--- src/rtl/triangle_fetch_if.sv ---
// Word-stream and held-triangle bundle between a triangle source and the vertex stage.
// master: the word source / stall driver; slave: triangle_fetch itself.
interface triangle_fetch_if #(
    parameter int CNT_W = 16
);
    logic [31:0]       word_in;
    logic              word_valid;
    logic              frame_end;
    logic              word_ready;
    logic              stall_in;
    logic [14:0][31:0] v_out;
    logic [23:0]       color_out1;
    logic [23:0]       color_out2;
    logic [23:0]       color_out3;
    logic              data_valid;
    logic              done_out;
    logic [CNT_W-1:0]  tri_count;

    modport master (
        output word_in, word_valid, frame_end, stall_in,
        input  word_ready, v_out, color_out1, color_out2, color_out3,
               data_valid, done_out, tri_count
    );

    modport slave (
        input  word_in, word_valid, frame_end, stall_in,
        output word_ready, v_out, color_out1, color_out2, color_out3,
               data_valid, done_out, tri_count
    );
endinterface

--- src/rtl/triangle_fetch.sv ---
// Assembles 15-word triangles into a held output register; data_valid one cycle after word 14.
// A second complete triangle parks in the assembly buffer and drops word_ready until the held one leaves.
module triangle_fetch #(
    parameter int TRI_WORDS = 15,
    parameter int CNT_W     = 16
) (
    input  logic          clock,
    input  logic          reset,
    triangle_fetch_if.slave tf
);
    localparam int LAST = TRI_WORDS - 1;

    typedef enum logic {
        ASSEMBLE = 1'b0,
        FULL     = 1'b1
    } state_t;

    state_t                      state;
    state_t                      state_nxt;
    logic [3:0]                  idx;
    logic [TRI_WORDS-1:0][31:0]  abuf;
    logic [TRI_WORDS-1:0][31:0]  obuf;
    logic                        a_done;
    logic                        o_done;
    logic                        o_vld;
    logic [CNT_W-1:0]            cnt;
    logic                        ready;
    logic                        accept;
    logic                        last;
    logic                        xfer;
    logic                        direct;

    assign accept = tf.word_valid & ready;
    assign last   = accept && (idx == 4'(LAST));
    assign xfer   = o_vld & ~tf.stall_in;
    // A finished triangle bypasses the buffer whenever the output slot frees on this same edge.
    assign direct = last && (!o_vld || xfer);

    always_ff @(posedge clock or negedge reset) begin
        if (!reset) begin
            state <= ASSEMBLE;
        end else begin
            state <= state_nxt;
        end
    end

    always_comb begin
        state_nxt = state;
        case (state)
            ASSEMBLE: if (last && !direct) state_nxt = FULL;
            FULL:     if (xfer)            state_nxt = ASSEMBLE;
            default:                       state_nxt = ASSEMBLE;
        endcase
    end

    // Ready decodes only the state register, so stall_in never reaches word_ready combinationally.
    always_comb begin
        ready = 1'b0;
        if (state == ASSEMBLE) ready = 1'b1;
    end

    always_ff @(posedge clock or negedge reset) begin
        if (!reset) begin
            idx    <= '0;
            abuf   <= '0;
            obuf   <= '0;
            a_done <= 1'b0;
            o_done <= 1'b0;
            o_vld  <= 1'b0;
            cnt    <= '0;
        end else begin
            if (accept) begin
                abuf[idx] <= tf.word_in;
                idx       <= last ? 4'd0 : idx + 4'd1;
            end
            if (last) begin
                if (direct) begin
                    obuf   <= {tf.word_in, abuf[LAST-1:0]};
                    o_done <= tf.frame_end;
                    o_vld  <= 1'b1;
                end else begin
                    a_done <= tf.frame_end;
                end
            end else if (state == FULL && xfer) begin
                obuf   <= abuf;
                o_done <= a_done;
            end else if (xfer) begin
                o_vld  <= 1'b0;
                o_done <= 1'b0;
            end
            if (xfer) cnt <= cnt + 1'b1;
        end
    end

    assign tf.word_ready = ready;
    assign tf.v_out      = obuf;
    assign tf.color_out1 = obuf[3][23:0];
    assign tf.color_out2 = obuf[7][23:0];
    assign tf.color_out3 = obuf[11][23:0];
    assign tf.data_valid = o_vld;
    assign tf.done_out   = o_done;
    assign tf.tri_count  = cnt;
endmodule

--- src/flat_wrapper.sv ---
// flat-port wrapper written by rule: the top's interface ports become plain ports
module triangle_fetch_flat 
#(
    parameter int TRI_WORDS = 15,
    parameter int CNT_W     = 16
)
  (clock, reset, tf_word_in, tf_word_valid, tf_frame_end, tf_stall_in, tf_word_ready, tf_v_out, tf_color_out1, tf_color_out2, tf_color_out3, tf_data_valid, tf_done_out, tf_tri_count);
  triangle_fetch_if #(.CNT_W(CNT_W)) tf_i ();
  input  logic clock;
  input  logic reset;
  input wire logic [$bits(tf_i.word_in)-1:0] tf_word_in;
  input wire logic [$bits(tf_i.word_valid)-1:0] tf_word_valid;
  input wire logic [$bits(tf_i.frame_end)-1:0] tf_frame_end;
  input wire logic [$bits(tf_i.stall_in)-1:0] tf_stall_in;
  output wire logic [$bits(tf_i.word_ready)-1:0] tf_word_ready;
  output wire logic [$bits(tf_i.v_out)-1:0] tf_v_out;
  output wire logic [$bits(tf_i.color_out1)-1:0] tf_color_out1;
  output wire logic [$bits(tf_i.color_out2)-1:0] tf_color_out2;
  output wire logic [$bits(tf_i.color_out3)-1:0] tf_color_out3;
  output wire logic [$bits(tf_i.data_valid)-1:0] tf_data_valid;
  output wire logic [$bits(tf_i.done_out)-1:0] tf_done_out;
  output wire logic [$bits(tf_i.tri_count)-1:0] tf_tri_count;
  assign tf_i.word_in = tf_word_in;
  assign tf_i.word_valid = tf_word_valid;
  assign tf_i.frame_end = tf_frame_end;
  assign tf_i.stall_in = tf_stall_in;
  assign tf_word_ready = tf_i.word_ready;
  assign tf_v_out = tf_i.v_out;
  assign tf_color_out1 = tf_i.color_out1;
  assign tf_color_out2 = tf_i.color_out2;
  assign tf_color_out3 = tf_i.color_out3;
  assign tf_data_valid = tf_i.data_valid;
  assign tf_done_out = tf_i.done_out;
  assign tf_tri_count = tf_i.tri_count;
  triangle_fetch #(.TRI_WORDS(TRI_WORDS), .CNT_W(CNT_W)) u_core (.clock(clock), .reset(reset), .tf(tf_i));
endmodule
--- config.mk ---
export PLATFORM = sky130hd
export DESIGN_NAME = triangle_fetch_flat
export DESIGN_NICKNAME = d
export VERILOG_FILES = /design/src/rtl/triangle_fetch_if.sv /design/src/rtl/triangle_fetch.sv /design/src/flat_wrapper.sv
export SDC_FILE = /design/constraint.sdc
export NUM_CORES = 1
export LEC_CHECK = 0
export ABC_AREA = 1
export BUFFER_PORTS_ARGS = -buffer_cell sky130_fd_sc_hd__buf_2
export CELL_PAD_IN_SITES_DETAIL_PLACEMENT = 0
export CELL_PAD_IN_SITES_GLOBAL_PLACEMENT = 1
export CORE_MARGIN = 2
export CORE_UTILIZATION = 43
export CTS_CLUSTER_SIZE = 8
export DETAILED_ROUTE_END_ITERATION = 12
export GPL_ROUTABILITY_DRIVEN = 0
export PLACE_DENSITY = 0.85
export RECOVER_POWER = 25
export SLEW_MARGIN = 5
export SYNTH_ARGS = -nofsm -noshare
export SYNTH_HDL_FRONTEND = slang
export SYNTH_SLANG_ARGS = --single-unit
--- constraint.sdc ---
create_clock -name clock -period 2.5 [get_ports clock]
set_clock_uncertainty 0.1 [all_clocks]
set_input_delay 0.25 -clock clock [delete_from_list [all_inputs] [get_ports clock]]
set_output_delay 0.25 -clock clock [all_outputs]
set_load 0.02 [all_outputs]
==> results of run 1 <==
[registers in the layout, indices dropped and copies added (netlist names), 4 cells and up]
register and flops:
u_core.abuf 480, u_core.idx 4, u_core.tf.color_out1 24, u_core.tf.color_out2 24, u_core.tf.color_out3 24, u_core.tf.tri_count 16
u_core.tf.v_out 408
[cell usage after synthesis (all sizes together)]
cell type,count,area (µm²)
nand2,1231,4640
dfrtp,984,24600
nand3,494,2480
nor2,279,1110
a21oi,258,1290
buf,231,1350
o21ai,230,1150
clkbuf,127,477
inv,53,199
xor2,7,61.3
ha,5,62.6
xnor2,5,43.8
nand4,3,18.8
nor3,3,15.0
nand3b,2,15.0
or2,1,6.26
[how the worst max path moves through the flow]
stage	endpoint
after floorplan	u_core.tf.color_out3[0]
after global placement	u_core.tf.v_out[22]
after detailed placement	u_core.tf.v_out[77]
after CTS	u_core.tf.v_out[22]
after global routing	u_core.tf.v_out[210]
final	u_core.tf.v_out[22]
[per-stage QoR]
step	setup WS [ps]	cells	hold slack (ps)	area, µm²
after floorplan	730	3913	-146	37500
after global routing	82.8	5623	31.3	45700
after detailed placement	269	5438	91.6	41900
final	255	5625	42.9	45700
after global placement	335	5438	92.4	41900
after CTS	250	5622	22.0	46000
[per-layer routing]
layer / global-route usage / up-vias / wire [µm]
met2: 0.404 / 1182 / 55300
met1: 0.371 / 14500 / 50400
li1: - / 13600 / -
met3: 0.0597 / 201 / 9070
met5: 0 / - / 6
met4: 0.0952 / 2 / 3820
[worst min-delay path: cells and delay by family]
| kind | cells | cell delay (ps) |
|---|---|---|
| buffers and inverters | 2 | 340 |
| AOI/OAI and AO/OA | 1 | 210 |
[power by group through the flow]
| stage | logic (W) | registers [W] | clock network (W) |
|---|---|---|---|
| CTS | 0.000898 | 0.0160 | 0.0170 |
| global placement | 0.000855 | 0.0162 | 0 |
| floorplan | 0.000105 | 0.0162 | 0 |
| finish | 0.000822 | 0.0160 | 0.0167 |
| global route | 0.000900 | 0.0160 | 0.0177 |
| detailed placement | 0.000858 | 0.0162 | 0 |
[kinds of logic (layout without fill, tap and decap cells)]
logic type,count (synthesis),count (layout),synth area share
DFF,984,984,0.656
AOI/OAI and AO/OA,488,488,0.0651
other,0,3,0
adders and majority gates,5,5,0.00167
xor gates and xnor gates,12,12,0.00280
and+or+nand+nor,2013,2013,0.221
buffers and inverters,411,965,0.0540
[cell type report]
type / instances / area [µm²] / area share
flip-flops and latches: 984 / 24600 / 0.538
multi-input cells: 2518 / 11000 / 0.240
repair buffers: 757 / 4740 / 0.104
clock buffers: 143 / 3580 / 0.0783
well taps: 1155 / 1450 / 0.0316
inverters: 53 / 199 / 0.00435
clock inverters: 12 / 175 / 0.00383
diodes: 3 / 7.51 / 0.000164
[timing repair]
| action | 4_1_cts | 5_1_grt |
|---|---|---|
| hold buffers | 29 | 0 |
| hold endpoints to repair | 719 | 0 |
| setup endpoints to repair | 0 | 0 |
==> summary.txt, run 1 <==
Worst skew pair latency = 720 ps
Pleak = 25.7 nW
Largest net degree at the start of global routing = 139
CTS root buf = clkbuf_16
Hold Startpoint = tf_word_in[5]
Max_cap viols = 5
Die area = 89,700 µm²
Worst slew margin = -0.181
Die W = 299 µm
WHS Path Cells = 3
Cell family with the largest share of critical-path delay = buffers and inverters
Starting Density = 0.433
Worst setup startpoint = u_core.idx[0]
Setup violators final = 0
Final Hold Fails = 0
Internal = 0.0262 W
Num CTS Buffers = 140
Crit path arrival time = 2800 ps
VDD IR-drop max = 0.591 mV
Clk buf depth = 3
Synth cell types = 25
Clock transition at path regs = 50 ps
Pwr Density = 733 nW/µm²
Final period utilization = 0.898
Starting DRT DRC Count = 2,606
Worst Path Required = 3050 ps
Max-slew violations = 302
Std-Cell Rows = 108
Postcts setup bufs = 0
Layout area overhead = 21.8%
Worst Setup End Kind = register
Sw Ratio = 0.219
Yosys warns = 0
Combinational power share = 0.025
Fmax = 445 MHz
Outcome = finished with violations
CTS tree = done
RR Startpoint = u_core.idx[0]
Routed Antenna Nets = 0
Port Buf Inserts = 607
Seq cells post-synth = 984
Total GRT Usage = 0.264
Reg2reg path depth = 9
Crit Path Max Fanout = 62
Overflow after GRT = 0
Commonest non-fill, non-tap cell in the layout = nand2_1
H-tree levels = 4
First-pass GRT wire length = 179 mm
Syn_nets = 3,955
Most frequent cells in the layout = nand2_1, dfrtp_1, buf_2, nand3_1, nor2_1
Drt first pass iters = 5
Drc violations = 0
Clock power frac = 0.499
Vias per cell = 5.24
WL final = 119 mm
Post-CTS resize count = 0
Fill cell count = 7,855
Hpwl dp = 75.0 mm
Total power = 0.0335 W
Part of the power in registers = 0.477
Failing checks = max-capacitance violations, max-slew violations
Worst Path Buf+Inv = 3
WL per Instance = 21.1 µm
Critical path depth in cells = 9
DR vias = 29,500
Reg2reg setup slack = 260 ps
RSZ-0062 raised after global routing = no
Clk sinks = 984
Synth Instances = 3,913
Post-route setup TNS = 0 ps
Hold Path End = u_core.abuf[357]
Slowest stage cell on the critical path = buf_4
Sequence of cells on the critical path = inv_1, ha_1, nand2_2, nor2_4, nand2_8, buf_12, buf_4, nand3_1, nand2_1
Num ports = 608
Vias in the first global route = 28,500
Sequential area share after synthesis = 0.656
Synthesized area per cell = 9.59 µm²
CP max stage delay = 400 ps
Shortest period the worst path allows = 2240 ps
Worst setup SP type = register
Worst reg2reg path endpoint = u_core.tf.v_out[22]
Worst hold path class = in -> reg
Worst setup path category = reg -> reg
Die H = 299 µm
Mapped cell area = 37,500 µm²
Fin nets = 4,496
Net Sw Power = 0.00732 W
Placeable Area = 86,600 µm²
Initial antenna violation count = 6
Finished Core Util = 0.528
Share of layout cells above drive strength 1 = 0.200
Measured slew at the worst slew-check pin = 1770 ps
Power figures use the tool's default switching activity.
==> run 2: changes to the inputs <==
PLACE_DENSITY = 0.89   (was 0.85)
==> summary.txt, run 2 (synthesis results as in run 1) <==
Crit Path Max Fanout = 89 (+44%)
Crit path arrival time = 2830 ps (+30 ps)
Hold Path End = u_core.abuf[352]
Measured slew at the worst slew-check pin = 1640 ps (-127 ps)
DR vias = 29,800 (+1.3%)
Worst Path Required = 3050 ps (about the same)
Num ports = 608 (unchanged)
WL per Instance = 21.1 µm (about the same)
Drc violations = 0 (unchanged)
Setup violators final = 0 (unchanged)
Shortest period the worst path allows = 2280 ps (+33.1 ps)
Share of layout cells above drive strength 1 = 0.198 (-0.00251)
WHS Path Cells = 3 (unchanged)
H-tree levels = 4 (unchanged)
WL final = 118 mm (-0.25%)
Hpwl dp = 72.2 mm (-3.8%)
VDD IR-drop max = 0.575 mV (-2.6%)
Commonest non-fill, non-tap cell in the layout = nand2_1
Clk sinks = 984 (unchanged)
Design Area, Final = 45,500 µm² (-0.56%)
Worst reg2reg path endpoint = u_core.tf.v_out[291]
Placeable Area = 86,600 µm² (unchanged)
Largest reg by FF count = u_core.abuf
Worst Path Buf+Inv = 2 (-1)
Drt first pass iters = 5 (unchanged)
Vias in the first global route = 28,500 (-0.081%)
Max-slew violations = 135 (-55%)
Starting DRT DRC Count = 2,788 (+7.0%)
Sequence of cells on the critical path = inv_1, ha_1, nand2_2, nor2_4, nand2_8, nand2_8, buf_12, nand2_1, nand2_1
Die W = 299 µm (unchanged)
Initial antenna violation count = 5 (-1)
Max_cap viols = 2 (-3)
CTS tree = done
Worst Setup End Kind = register
First-pass GRT wire length = 177 mm (-0.83%)
Die H = 299 µm (unchanged)
Overflow after GRT = 0 (unchanged)
Vias per cell = 5.32 (+1.4%)
Reg2reg setup slack = 220 ps (-30 ps)
Worst setup path category = reg -> reg
RR Startpoint = u_core.idx[0]
Total power = 0.0337 W (+0.60%)
Outcome = finished with violations
Max reg flops = 480 (unchanged)
CP max stage delay = 420 ps (+20 ps)
Worst setup startpoint = u_core.idx[0]
Clk buf depth = 3 (unchanged)
Layout area overhead = 21.1%
Worst setup SP type = register
Post-route setup TNS = 0 ps (unchanged)
Total GRT Usage = 0.261 (-0.00249)
Post-Place Cell Area = 41,500 µm² (-1.0%)
Worst slew margin = -0.0966 (+0.0847)
Most frequent cells in the layout = nand2_1, dfrtp_1, buf_2, nand3_1, nor2_1
Slowest stage cell on the critical path = dfrtp_1
Clock transition at path regs = 50 ps (about the same)
Num CTS Buffers = 141 (+0.71%)
Starting Density = 0.433 (unchanged)
Routed Antenna Nets = 0 (unchanged)
CTS root buf = clkbuf_16
Largest net degree at the start of global routing = 141 (+1.4%)
Worst hold path class = in -> reg
Cell family with the largest share of critical-path delay = simple AND/OR/NAND/NOR gates
Reg2reg path depth = 9 (unchanged)
Final period utilization = 0.911 (+0.0132)
Failing checks = max-capacitance violations, max-slew violations
Final Hold Fails = 0 (unchanged)
Pleak = 25.6 nW (-0.47%)
Worst skew pair latency = 720 ps (about the same)
Pwr Density = 741 nW/µm² (+1.2%)
Fmax = 439 MHz (-1.5%)
Fill cell count = 7,830 (-0.32%)
Die area = 89,700 µm² (unchanged)
Fin nets = 4,481 (-0.33%)
RSZ-0062 raised after global routing = no
Std-Cell Rows = 108 (unchanged)
Hold Startpoint = tf_word_in[0]
Port Buf Inserts = 607 (unchanged)
[run 2: changes by cell type in the layout (fill, tap and decap cells not counted), sizes merged]
cell,delta
inv,-1
clkbuf,-1
dlygate4sd3,+3
buf,-11
clkinv,+1
diode,-1
[run 2: how the worst max path moves through the flow]
stage / to / slack [ps] / depth (start not counted)
6_report: u_core.tf.v_out[291] / 220 / 9
5_1_grt: u_core.tf.v_out[293] / 50 / 9
4_1_cts: u_core.tf.v_out[291] / 250 / 9
3_5_place_dp: u_core.tf.v_out[291] / 280 / 9
3_3_place_gp: u_core.tf.v_out[460] / 350 / 7
2_1_floorplan: u_core.tf.color_out3[0] / 730 / 11
[run 2: worst reg2reg max path, stage by stage, from the launching register on]
cell and delay (ps):
dfrtp_1 420, inv_1 130, ha_1 250, nand2_2 150
nor2_4 200, nand2_8 130, nand2_8 170, buf_12 310
nand2_1 270, nand2_1 90
[run 2: layout make-up]
class | instances | area (µm²) | area share
diodes | 2 | 5.00 | 0.000110
clock buffers | 150 | 3650 | 0.0802
clock inverters | 12 | 169 | 0.00371
inverters | 53 | 199 | 0.00438
multi-input cells | 2518 | 11000 | 0.241
flip-flops and latches | 984 | 24600 | 0.542
well taps | 1155 | 1450 | 0.0318
repair buffers | 741 | 4420 | 0.0971
[run 2: metal layers]
layer	track usage	part of all wire
met1	0.360	0.42
met2	0.408	0.47
met3	0.0523	0.072
met4	0.105	0.037
met5	0	0
[run 2: power breakdown]
group / internal (W) / leakage, nW / total (W) / switching, W
Clock: 0.0102 / 1.87 / 0.0169 / 0.00672
Sequential: 0.0160 / 13.7 / 0.0160 / 0.00000478
Combinational: 0.000114 / 9.97 / 0.000780 / 0.000666
Total: 0.0263 / 25.6 / 0.0337 / 0.00739
[run 2: per-stage QoR]
step / cells / hold slack (ps) / utilization / worst slack [ps]
2_1_floorplan: 3913 / -146 / - / 730
3_3_place_gp: 5420 / 150 / 0.479 / 346
3_5_place_dp: 5420 / 143 / 0.479 / 280
4_1_cts: 5613 / 20.8 / 0.527 / 249
5_1_grt: 5614 / 36.2 / 0.525 / 52.2
6_report: 5615 / 43.1 / 0.525 / 222
[run 2: repair_timing]
| item | CTS | global route |
|---|---|---|
| hold buffers | 31 | 0 |
| gates resized for setup | 0 | 0 |
| buffers inserted | 0 | 0 |
| hold endpoints to repair | 1137 | 0 |
